--- config.mk ---
export PLATFORM = sky130hd
export DESIGN_NAME = reg_file_wr_ctrl
export DESIGN_NICKNAME = d
export VERILOG_FILES = /design/src/rtl/riscv_32i_defs_pkg.sv /design/src/rtl/rf_wr_fifo.sv /design/src/rtl/reg_file_wr_ctrl.sv
export SDC_FILE = /design/constraint.sdc
export NUM_CORES = 1
export LEC_CHECK = 0
export ABC_AREA = 1
export CELL_PAD_IN_SITES_DETAIL_PLACEMENT = 1
export CELL_PAD_IN_SITES_GLOBAL_PLACEMENT = 1
export CORE_MARGIN = 5
export CORE_UTILIZATION = 41
export CTS_CLUSTER_DIAMETER = 120
export DETAILED_ROUTE_END_ITERATION = 8
export PLACE_DENSITY_LB_ADDON = 0.1
export RECOVER_POWER = 25
export SETUP_SLACK_MARGIN = 0.4
export SYNTH_ARGS = -nofsm -noshare
export SYNTH_HDL_FRONTEND = slang
export SYNTH_SLANG_ARGS = --single-unit
--- constraint.sdc ---
create_clock -name clk -period 4.36 [get_ports clk]
set_input_delay 1.09 -clock clk [delete_from_list [all_inputs] [get_ports clk]]
set_output_delay 1.09 -clock clk [all_outputs]
set_load 0.05 [all_outputs]
--- src/rtl/riscv_32i_defs_pkg.sv ---
// Shared RV32I definitions: register index/data types and the write-request payload.
package riscv_32i_defs_pkg;

    localparam int unsigned XLEN      = 32;
    localparam int unsigned REG_IDX_W = 5;

    typedef logic [REG_IDX_W-1:0] reg_idx_t;
    typedef logic [XLEN-1:0]      xlen_t;

    localparam reg_idx_t X0 = 5'd0;

    typedef struct packed {
        logic     live;
        reg_idx_t rd;
        xlen_t    data;
    } rf_wr_req_t;

endpackage

--- src/rtl/rf_wr_fifo.sv ---
// In-order buffer of pending register writes with kill-by-register and two
// register-match lookups used for decode hazard detection.
module rf_wr_fifo
    import riscv_32i_defs_pkg::*;
#(
    parameter int unsigned DEPTH = 2
) (
    input  logic                           clk,
    input  logic                           rst_n,
    input  logic                           push,
    input  rf_wr_req_t                     push_req,
    input  logic                           pop,
    output rf_wr_req_t                     head,
    output logic [$clog2(DEPTH+1)-1:0]     count,
    input  logic                           kill_en,
    input  reg_idx_t                       kill_reg,
    input  reg_idx_t                       match_reg_1,
    input  reg_idx_t                       match_reg_2,
    output logic                           match_1,
    output logic                           match_2
);

    localparam int unsigned CNT_W = $clog2(DEPTH + 1);
    localparam int unsigned PTR_W = (DEPTH > 1) ? $clog2(DEPTH) : 1;

    rf_wr_req_t        entries [DEPTH];
    logic [PTR_W-1:0]  rd_ptr;
    logic [PTR_W-1:0]  wr_ptr;

    assign head = entries[rd_ptr];

    // Entries outside the occupied window always have live cleared, so
    // live alone identifies a pending write.
    always_ff @(posedge clk or negedge rst_n) begin
        if (!rst_n) begin
            for (int i = 0; i < int'(DEPTH); i++) begin
                entries[i] <= '0;
            end
            rd_ptr <= '0;
            wr_ptr <= '0;
            count  <= '0;
        end else begin
            for (int i = 0; i < int'(DEPTH); i++) begin
                if (kill_en && entries[i].rd == kill_reg) begin
                    entries[i].live <= 1'b0;
                end
            end
            if (pop) begin
                entries[rd_ptr].live <= 1'b0;
                rd_ptr <= (rd_ptr == PTR_W'(DEPTH - 1)) ? '0 : rd_ptr + PTR_W'(1);
            end
            if (push) begin
                entries[wr_ptr] <= push_req;
                wr_ptr <= (wr_ptr == PTR_W'(DEPTH - 1)) ? '0 : wr_ptr + PTR_W'(1);
            end
            case ({push, pop})
                2'b10:   count <= count + CNT_W'(1);
                2'b01:   count <= count - CNT_W'(1);
                default: count <= count;
            endcase
        end
    end

    always_comb begin
        match_1 = 1'b0;
        match_2 = 1'b0;
        for (int i = 0; i < int'(DEPTH); i++) begin
            if (entries[i].live && entries[i].rd == match_reg_1) match_1 = 1'b1;
            if (entries[i].live && entries[i].rd == match_reg_2) match_2 = 1'b1;
        end
    end

endmodule

--- src/rtl/reg_file_wr_ctrl.sv ---
// Write-port arbiter for reg_file: ALU writeback has priority, load responses
// are bypassed when possible or buffered in order, and younger ALU writes kill older loads.
module reg_file_wr_ctrl
    import riscv_32i_defs_pkg::*;
#(
    parameter int unsigned LD_FIFO_DEPTH  = 2,
    parameter int unsigned DATA_WIDTH     = 32,
    parameter int unsigned REG_ADDR_WIDTH = 5
) (
    input  logic                                 clk,
    input  logic                                 rst_n,
    input  logic                                 alu_wr_en,
    input  logic [REG_ADDR_WIDTH-1:0]            alu_wr_reg,
    input  logic [DATA_WIDTH-1:0]                alu_wr_data,
    input  logic                                 ld_valid,
    output logic                                 ld_ready,
    input  logic [REG_ADDR_WIDTH-1:0]            ld_wr_reg,
    input  logic [DATA_WIDTH-1:0]                ld_wr_data,
    input  logic [REG_ADDR_WIDTH-1:0]            chk_reg_1,
    input  logic [REG_ADDR_WIDTH-1:0]            chk_reg_2,
    output logic                                 chk_busy_1,
    output logic                                 chk_busy_2,
    output logic                                 wr_en,
    output logic [REG_ADDR_WIDTH-1:0]            wr_reg,
    output logic [DATA_WIDTH-1:0]                wr_data,
    output logic [$clog2(LD_FIFO_DEPTH+1)-1:0]   ld_count
);

    localparam int unsigned CNT_W = $clog2(LD_FIFO_DEPTH + 1);

    logic       alu_issue;
    logic       ld_xfer;
    logic       ld_keep;
    logic       fifo_empty;
    logic       fifo_push;
    logic       fifo_pop;
    logic       bypass;
    logic       match_1;
    logic       match_2;
    rf_wr_req_t head;
    rf_wr_req_t push_req;

    assign ld_ready   = rst_n && (ld_count < CNT_W'(LD_FIFO_DEPTH));
    assign ld_xfer    = ld_valid && ld_ready;
    assign alu_issue  = alu_wr_en && (alu_wr_reg != X0);
    // A load to x0, or one overwritten by a same-cycle ALU write, completes its handshake and vanishes.
    assign ld_keep    = ld_xfer && (ld_wr_reg != X0) && !(alu_issue && ld_wr_reg == alu_wr_reg);
    assign fifo_empty = (ld_count == '0);
    assign fifo_pop   = !alu_issue && !fifo_empty;
    assign bypass     = !alu_issue && fifo_empty && ld_keep;
    assign fifo_push  = ld_keep && !bypass;
    assign push_req   = '{live: 1'b1, rd: reg_idx_t'(ld_wr_reg), data: xlen_t'(ld_wr_data)};

    rf_wr_fifo #(
        .DEPTH (LD_FIFO_DEPTH)
    ) u_fifo (
        .clk         (clk),
        .rst_n       (rst_n),
        .push        (fifo_push),
        .push_req    (push_req),
        .pop         (fifo_pop),
        .head        (head),
        .count       (ld_count),
        .kill_en     (alu_issue),
        .kill_reg    (reg_idx_t'(alu_wr_reg)),
        .match_reg_1 (reg_idx_t'(chk_reg_1)),
        .match_reg_2 (reg_idx_t'(chk_reg_2)),
        .match_1     (match_1),
        .match_2     (match_2)
    );

    assign chk_busy_1 = (chk_reg_1 != X0) && ((wr_en && wr_reg == chk_reg_1) || match_1);
    assign chk_busy_2 = (chk_reg_2 != X0) && ((wr_en && wr_reg == chk_reg_2) || match_2);

    // One write per cycle: ALU, then FIFO head, then bypassed load.
    always_ff @(posedge clk or negedge rst_n) begin
        if (!rst_n) begin
            wr_en   <= 1'b0;
            wr_reg  <= '0;
            wr_data <= '0;
        end else if (alu_issue) begin
            wr_en   <= 1'b1;
            wr_reg  <= alu_wr_reg;
            wr_data <= alu_wr_data;
        end else if (fifo_pop) begin
            wr_en <= head.live;
            if (head.live) begin
                wr_reg  <= REG_ADDR_WIDTH'(head.rd);
                wr_data <= DATA_WIDTH'(head.data);
            end
        end else if (bypass) begin
            wr_en   <= 1'b1;
            wr_reg  <= ld_wr_reg;
            wr_data <= ld_wr_data;
        end else begin
            wr_en <= 1'b0;
        end
    end

endmodule

# After elaboration in Yosys (flattened, before gate mapping)

Index checks and enable logic that the tools add are counted.

Memory bits (read-only): 0
Bits in registers: 118
Memories: 0
Bits in writable memories: 0
Bits in latches: 0
Input bits: 88
Output and inout bits: 43
Word-level logic and storage cells: 102

Div/mod/pow operators: 0
Mux-type cells: 31
Reductions and logical operators: 36
Add/subtract/negate cells: 4
Bitwise logic cells: 2
$lt $le $gt $ge: 5
Equality and inequality tests: 12
Multipliers: 0
Shift-type cells: 0

Operator list:

| operator            | number |
|---|---|
| $mux 38             | 5 |
| $bwmux 76           | 2 |
| $mux 76             | 2 |
| $mux 32             | 4 |
| $demux 38 s1        | 2 |
| $eq 5x5->1          | 9 |
| $logic_and 1x1->1   | 22 |
| $mux 5              | 4 |
| $reduce_bool 5->1   | 4 |
| $mux 1              | 11 |
| $ge 2x2->1 const B  | 2 |
| $logic_not 1->1     | 4 |
| $lt 2x1->1 const B  | 2 |
| $not 1->2           | 2 |
| $pmux 2 s2          | 1 |
| $ne 3x3->1 const B  | 1 |
| $reduce_bool 3->1   | 1 |
| $add 1x1->1 const B | 2 |
| $add 2x1->2 const B | 1 |
| $eq 2x1->1 const B  | 1 |
| $eq 2x2->1 const B  | 1 |
| $logic_not 2->1     | 1 |
| $logic_or 1x1->1    | 2 |
| $lt 2x2->1 const B  | 1 |
| other kinds (3)     | 3 |

# Longest topological paths before layout

Depth after elaboration: 10
Depth in mapped cells: 13
Mapped depth without buffers: 11

# Cells and area by module

A second synthesis with hierarchy kept.

Cell total of the unflattened synthesis: 949
Area, all modules: 6668.9 um^2

By module, submodules not included:

| module           | sequential area each (um^2) | cells an instance | instances | area each (um^2) |
|---|---|---|---|---|
| rf_wr_fifo       | 2001.9                      | 535               | 1         | 3951.3 |
| reg_file_wr_ctrl | 950.9                       | 414               | 1         | 2717.6 |

# Worst setup path before layout

OpenSTA, ideal clock, no wires.

Path kind: input-to-output
Start: in chk_reg_1[4]
End: out chk_busy_1
Setup slack: 1357 ps
Data required time: 3270 ps
Arrival time: 1913 ps
Buffers on the path: 0
Cell stages on the path: 6
Cell sequence: xor2_1 nor3_1 nand3_1 nand3_1 nand2_1 inv_1

Cells in the longest elaborated chain, start to end: 6
Elaborated cells between the ends (all ways): 11
Classes of those cells: 3 x eq/ne; 2 x mux; 6 x reduce/logical

RTL lines:

| element               | line                   | source |
|---|---|---|
| start: declaration    | reg_file_wr_ctrl.sv:19 | `input logic [REG_ADDR_WIDTH-1:0] chk_reg_1,` |
| $eq 5x5->1            | rf_wr_fifo.sv:68       | `if (entries[i].live && entries[i].rd == match_reg_1) match_1 = 1'b1;` |
| $logic_and 1x1->1     | rf_wr_fifo.sv:68       |  |
| $mux 1 (2 in series)  | rf_wr_fifo.sv:68       |  |
| $logic_or 1x1->1      | reg_file_wr_ctrl.sv:72 | `assign chk_busy_1 = (chk_reg_1 != X0) && ((wr_en && wr_reg == chk_reg_1) \|\| match_1);` |
| $logic_and 1x1->1 (*) | reg_file_wr_ctrl.sv:72 |  |
| end: declaration      | reg_file_wr_ctrl.sv:21 | `output logic chk_busy_1,` |

Every way passes the cells marked *; elsewhere a longest branch is shown, timed or not.

# Final worst setup path

Same ends and word-level chain as after synthesis.

==> results.sh <==
export IMPL_vdd_drop_max_mv=0.4726
export IMPL_min_to="wr_data[5]"
export IMPL_worst_pin_slew_ns=1.889
export IMPL_antenna_found_initial=0
export IMPL_arrival_ns=2.53
export IMPL_reg2reg_to="u_fifo.entries[64]"
export IMPL_cts_root_buf="clkbuf_16"
export IMPL_cts_buffer_depth=2
export IMPL_rows=46
export IMPL_detail_route_antenna_nets=0
export IMPL_postCtsSetupRepairBufs=0
export IMPL_pwr_density_cell_nw_per_um2=771.6
export IMPL_track_usage=0.2445
export IMPL_wl_microns=22070
export IMPL_cp_required_ns=3.27
export IMPL_final_hold_viol_count=0
export IMPL_cp_slowest_cell="clkdlybuf4s50_1"
export IMPL_crit_top_cell="nand3_1"
export IMPL_yosysTopAreaCell="dfrtp_1"
export IMPL_max_cap_violations=1
export IMPL_cp_top_family="buffers and inverters"
export IMPL_worst_setup_path_end_kind="output port"
export IMPL_power_leakage_uw=0.004280
export IMPL_drv_slew=76
export IMPL_netlist_area_leader_share=0.4465
export IMPL_ys_seq_elements=118
export IMPL_r2r_start="u_fifo.wr_ptr"
export IMPL_dpl_hpwl_microns=14440
export IMPL_dominantRegCellSynth="dfrtp_1"
export IMPL_ys_warn_count=0
export IMPL_start_util=0.4179
export IMPL_coreArea_sq_um=15830
export IMPL_die_y_microns=137.0
export IMPL_dieWidth_microns=137.0
export IMPL_cts_repair_resized=0
export IMPL_synthTopCellsByArea="dfrtp_1 (45%), nand2_1 (22%), nand3_1 (12%)"
export IMPL_tns_ns=0
export IMPL_antenna_cells=0
export IMPL_synthesis_nets=973
export IMPL_start_kind="input pin"
export IMPL_wl_per_cell_microns=18.09
export IMPL_finish_net_count=1080
export IMPL_outcome="finished with violations"
export IMPL_ioPinCount=131
export IMPL_finalCritPeriodShare=0.8311
export IMPL_largest_reg_flops=76
export IMPL_yosys_cell_count_top_type="nand2_1"
export IMPL_worstPathCellList="clkdlybuf4s50_1 > xor2_1 > nor3_1 > nand3_1 > nand3_1 > nand2_1 > inv_1 > buf_4"
export IMPL_postSynthAreaPerCell_sq_um=7.482
export IMPL_path_max_fanout=5
export IMPL_grt_start_max_net_pins=76
export IMPL_crit_buf_inv=3
export IMPL_yosysUniqueCellTypes=27
export IMPL_grt_pass1_wl_microns=35800
export IMPL_place_congestion=0.8200
export IMPL_dr_pass1_iters=5
export IMPL_critPathMaxStageDelay_ns=0.51
export IMPL_cts_buffers=17
export IMPL_syn_to_final_growth_pct=30.21
export IMPL_vias=6447
export IMPL_async_flop_share=1.000
export IMPL_synth_common_cells="nand2_1 (380), nand3_1 (160), dfrtp_1 (118)"
export IMPL_period_minus_slack_ns=3.624
export IMPL_path_clk_slew_ns=0.05
export IMPL_hold_class="reg2reg"
export IMPL_rsz0062_at_grt="false"
export IMPL_hold_start="wr_data[5]"
export IMPL_grt_overflow=0
export IMPL_cts_sinks=118
export IMPL_drive_gt1_frac=0.08665
export IMPL_ff2ff_setup_slack_ns=2.16
export IMPL_netlist_area_sq_um=6614
export IMPL_clkLatencyLatePin_ns=0.42
export IMPL_die_area_sq_um=18770
export IMPL_route_detailed_drc=0
export IMPL_ys_seq_area_frac=0.4465
export IMPL_worstRegToRegCells=5
export IMPL_netlist_instances=884
export IMPL_first_iter_violations=397
export IMPL_finalClockSkew_ns=0.008303
export IMPL_numPortBuffers=130
export IMPL_cts_tree="yes"
export IMPL_hold_depth=2
export IMPL_hold_buffers=0
export IMPL_power_uw=6645
export IMPL_finalSetupViolCount=0
export IMPL_crit_type="in2out"
export IMPL_fmax_ghz=0.2760
export IMPL_timing_slew_headroom=-0.2596
export IMPL_synth_edf_count=0
export IMPL_grt_pass1_vias=6871
export IMPL_via_per_inst=5.284
export IMPL_violations="capacitance limit, slew limit"
export IMPL_cts_max_level=4
cells by family (layout without fill, tap and decap cells):
group | count (synthesis) | after routing | share of synthesized area
mux | 29 | 29 | 0.04919
fa+ha+maj | 1 | 1 | 0.001891
xor+xnor | 19 | 19 | 0.02516
flops | 118 | 118 | 0.4465
compound gates | 41 | 41 | 0.03405
buf+inv | 99 | 219 | 0.07737
simple gates | 577 | 577 | 0.3659
how the worst max path moves through the flow:
stage | slack [ns] | depth (start not counted) | startpoint | to
CTS | 0.73 | 9 | chk_reg_2[3] | chk_busy_2
global placement | 0.68 | 12 | alu_wr_reg[3] | u_fifo.entries[28]
global route | 0.61 | 3 | rst_n | u_fifo.wr_ptr
finish | 0.74 | 8 | chk_reg_1[4] | chk_busy_1
detailed placement | 0.59 | 11 | alu_wr_reg[4] | u_fifo.entries[29]
floorplan | 1.36 | 6 | chk_reg_1[4] | chk_busy_1
area by class of cell:
cell class              instances  area [sq um]
clock buffers                  26         529.3
clock inverters                 6         111.4
fillers                      1978          7216
inverters                      41         153.9
multi-input cells             667          3147
flip-flops and latches        118          2955
well taps                     216         270.3
repair buffers                146          1445
cell usage in the layout (no fill, tap or decap):
| cell | count |
|---|---|
| o21ai_0 | 14 |
| clkinv_4 | 1 |
| clkbuf_1 | 3 |
| nand3b_1 | 1 |
| clkbuf_8 | 7 |
| nand3_2 | 2 |
| inv_1 | 35 |
| clkdlybuf4s50_1 | 127 |
| nor3_1 | 8 |
| xor2_1 | 12 |
| nand2_1 | 381 |
| a21oi_1 | 11 |
| clkinvlp_4 | 1 |
| o22ai_1 | 16 |
| nor2_4 | 1 |
| buf_12 | 3 |
| dfrtp_2 | 2 |
| mux2i_1 | 1 |
| nor2_1 | 19 |
| buf_4 | 14 |
| ha_1 | 1 |
| inv_2 | 5 |
| nand4_1 | 4 |
| clkbuf_16 | 17 |
| dfrtp_1 | 116 |
| mux2_2 | 28 |
| clkbuf_2 | 1 |
| clkinv_2 | 1 |
| nand2_4 | 1 |
| clkinv_1 | 1 |
| bufinv_16 | 3 |
| nand3_1 | 160 |
| xnor2_1 | 7 |
metal layers:
layer,part of all wire,vias up,track usage
met2,0.50,131,0.4275
met4,0.013,0,0.06707
met3,0.038,25,0.03934
met5,0,-,0
met1,0.45,3220,0.3132
li1,-,3071,-
worst min-delay path: stages (launching register included):
cell and delay [ns]:
dfrtp_1 0.34, nand2_1 0.05, nand2_1 0.05
power by group:
| part | switching [uW] | internal [uW] | total, uW |
|---|---|---|---|
| sequential | 490 | 1620 | 2110 |
| clock | 493 | 1010 | 1500 |
| combinational | 1920 | 1110 | 3030 |
through the flow:
| stage | instance area (sq um) | setup slack, ns | instances | util | hold WS [ns] |
|---|---|---|---|---|---|
| floorplan | 6614 | 1.357 | 884 | - | 0.4436 |
| global placement | 7980 | 0.6791 | 1188 | 0.5042 | 0.4550 |
| detailed placement | 7980 | 0.5915 | 1188 | 0.5042 | 0.4610 |
| CTS | 8621 | 0.7309 | 1220 | 0.5447 | 0.4752 |
| global route | 8612 | 0.6054 | 1220 | 0.5441 | 0.4958 |
| finish | 8612 | 0.7364 | 1220 | 0.5441 | 0.4686 |
(Power assumes the default switching activity.)
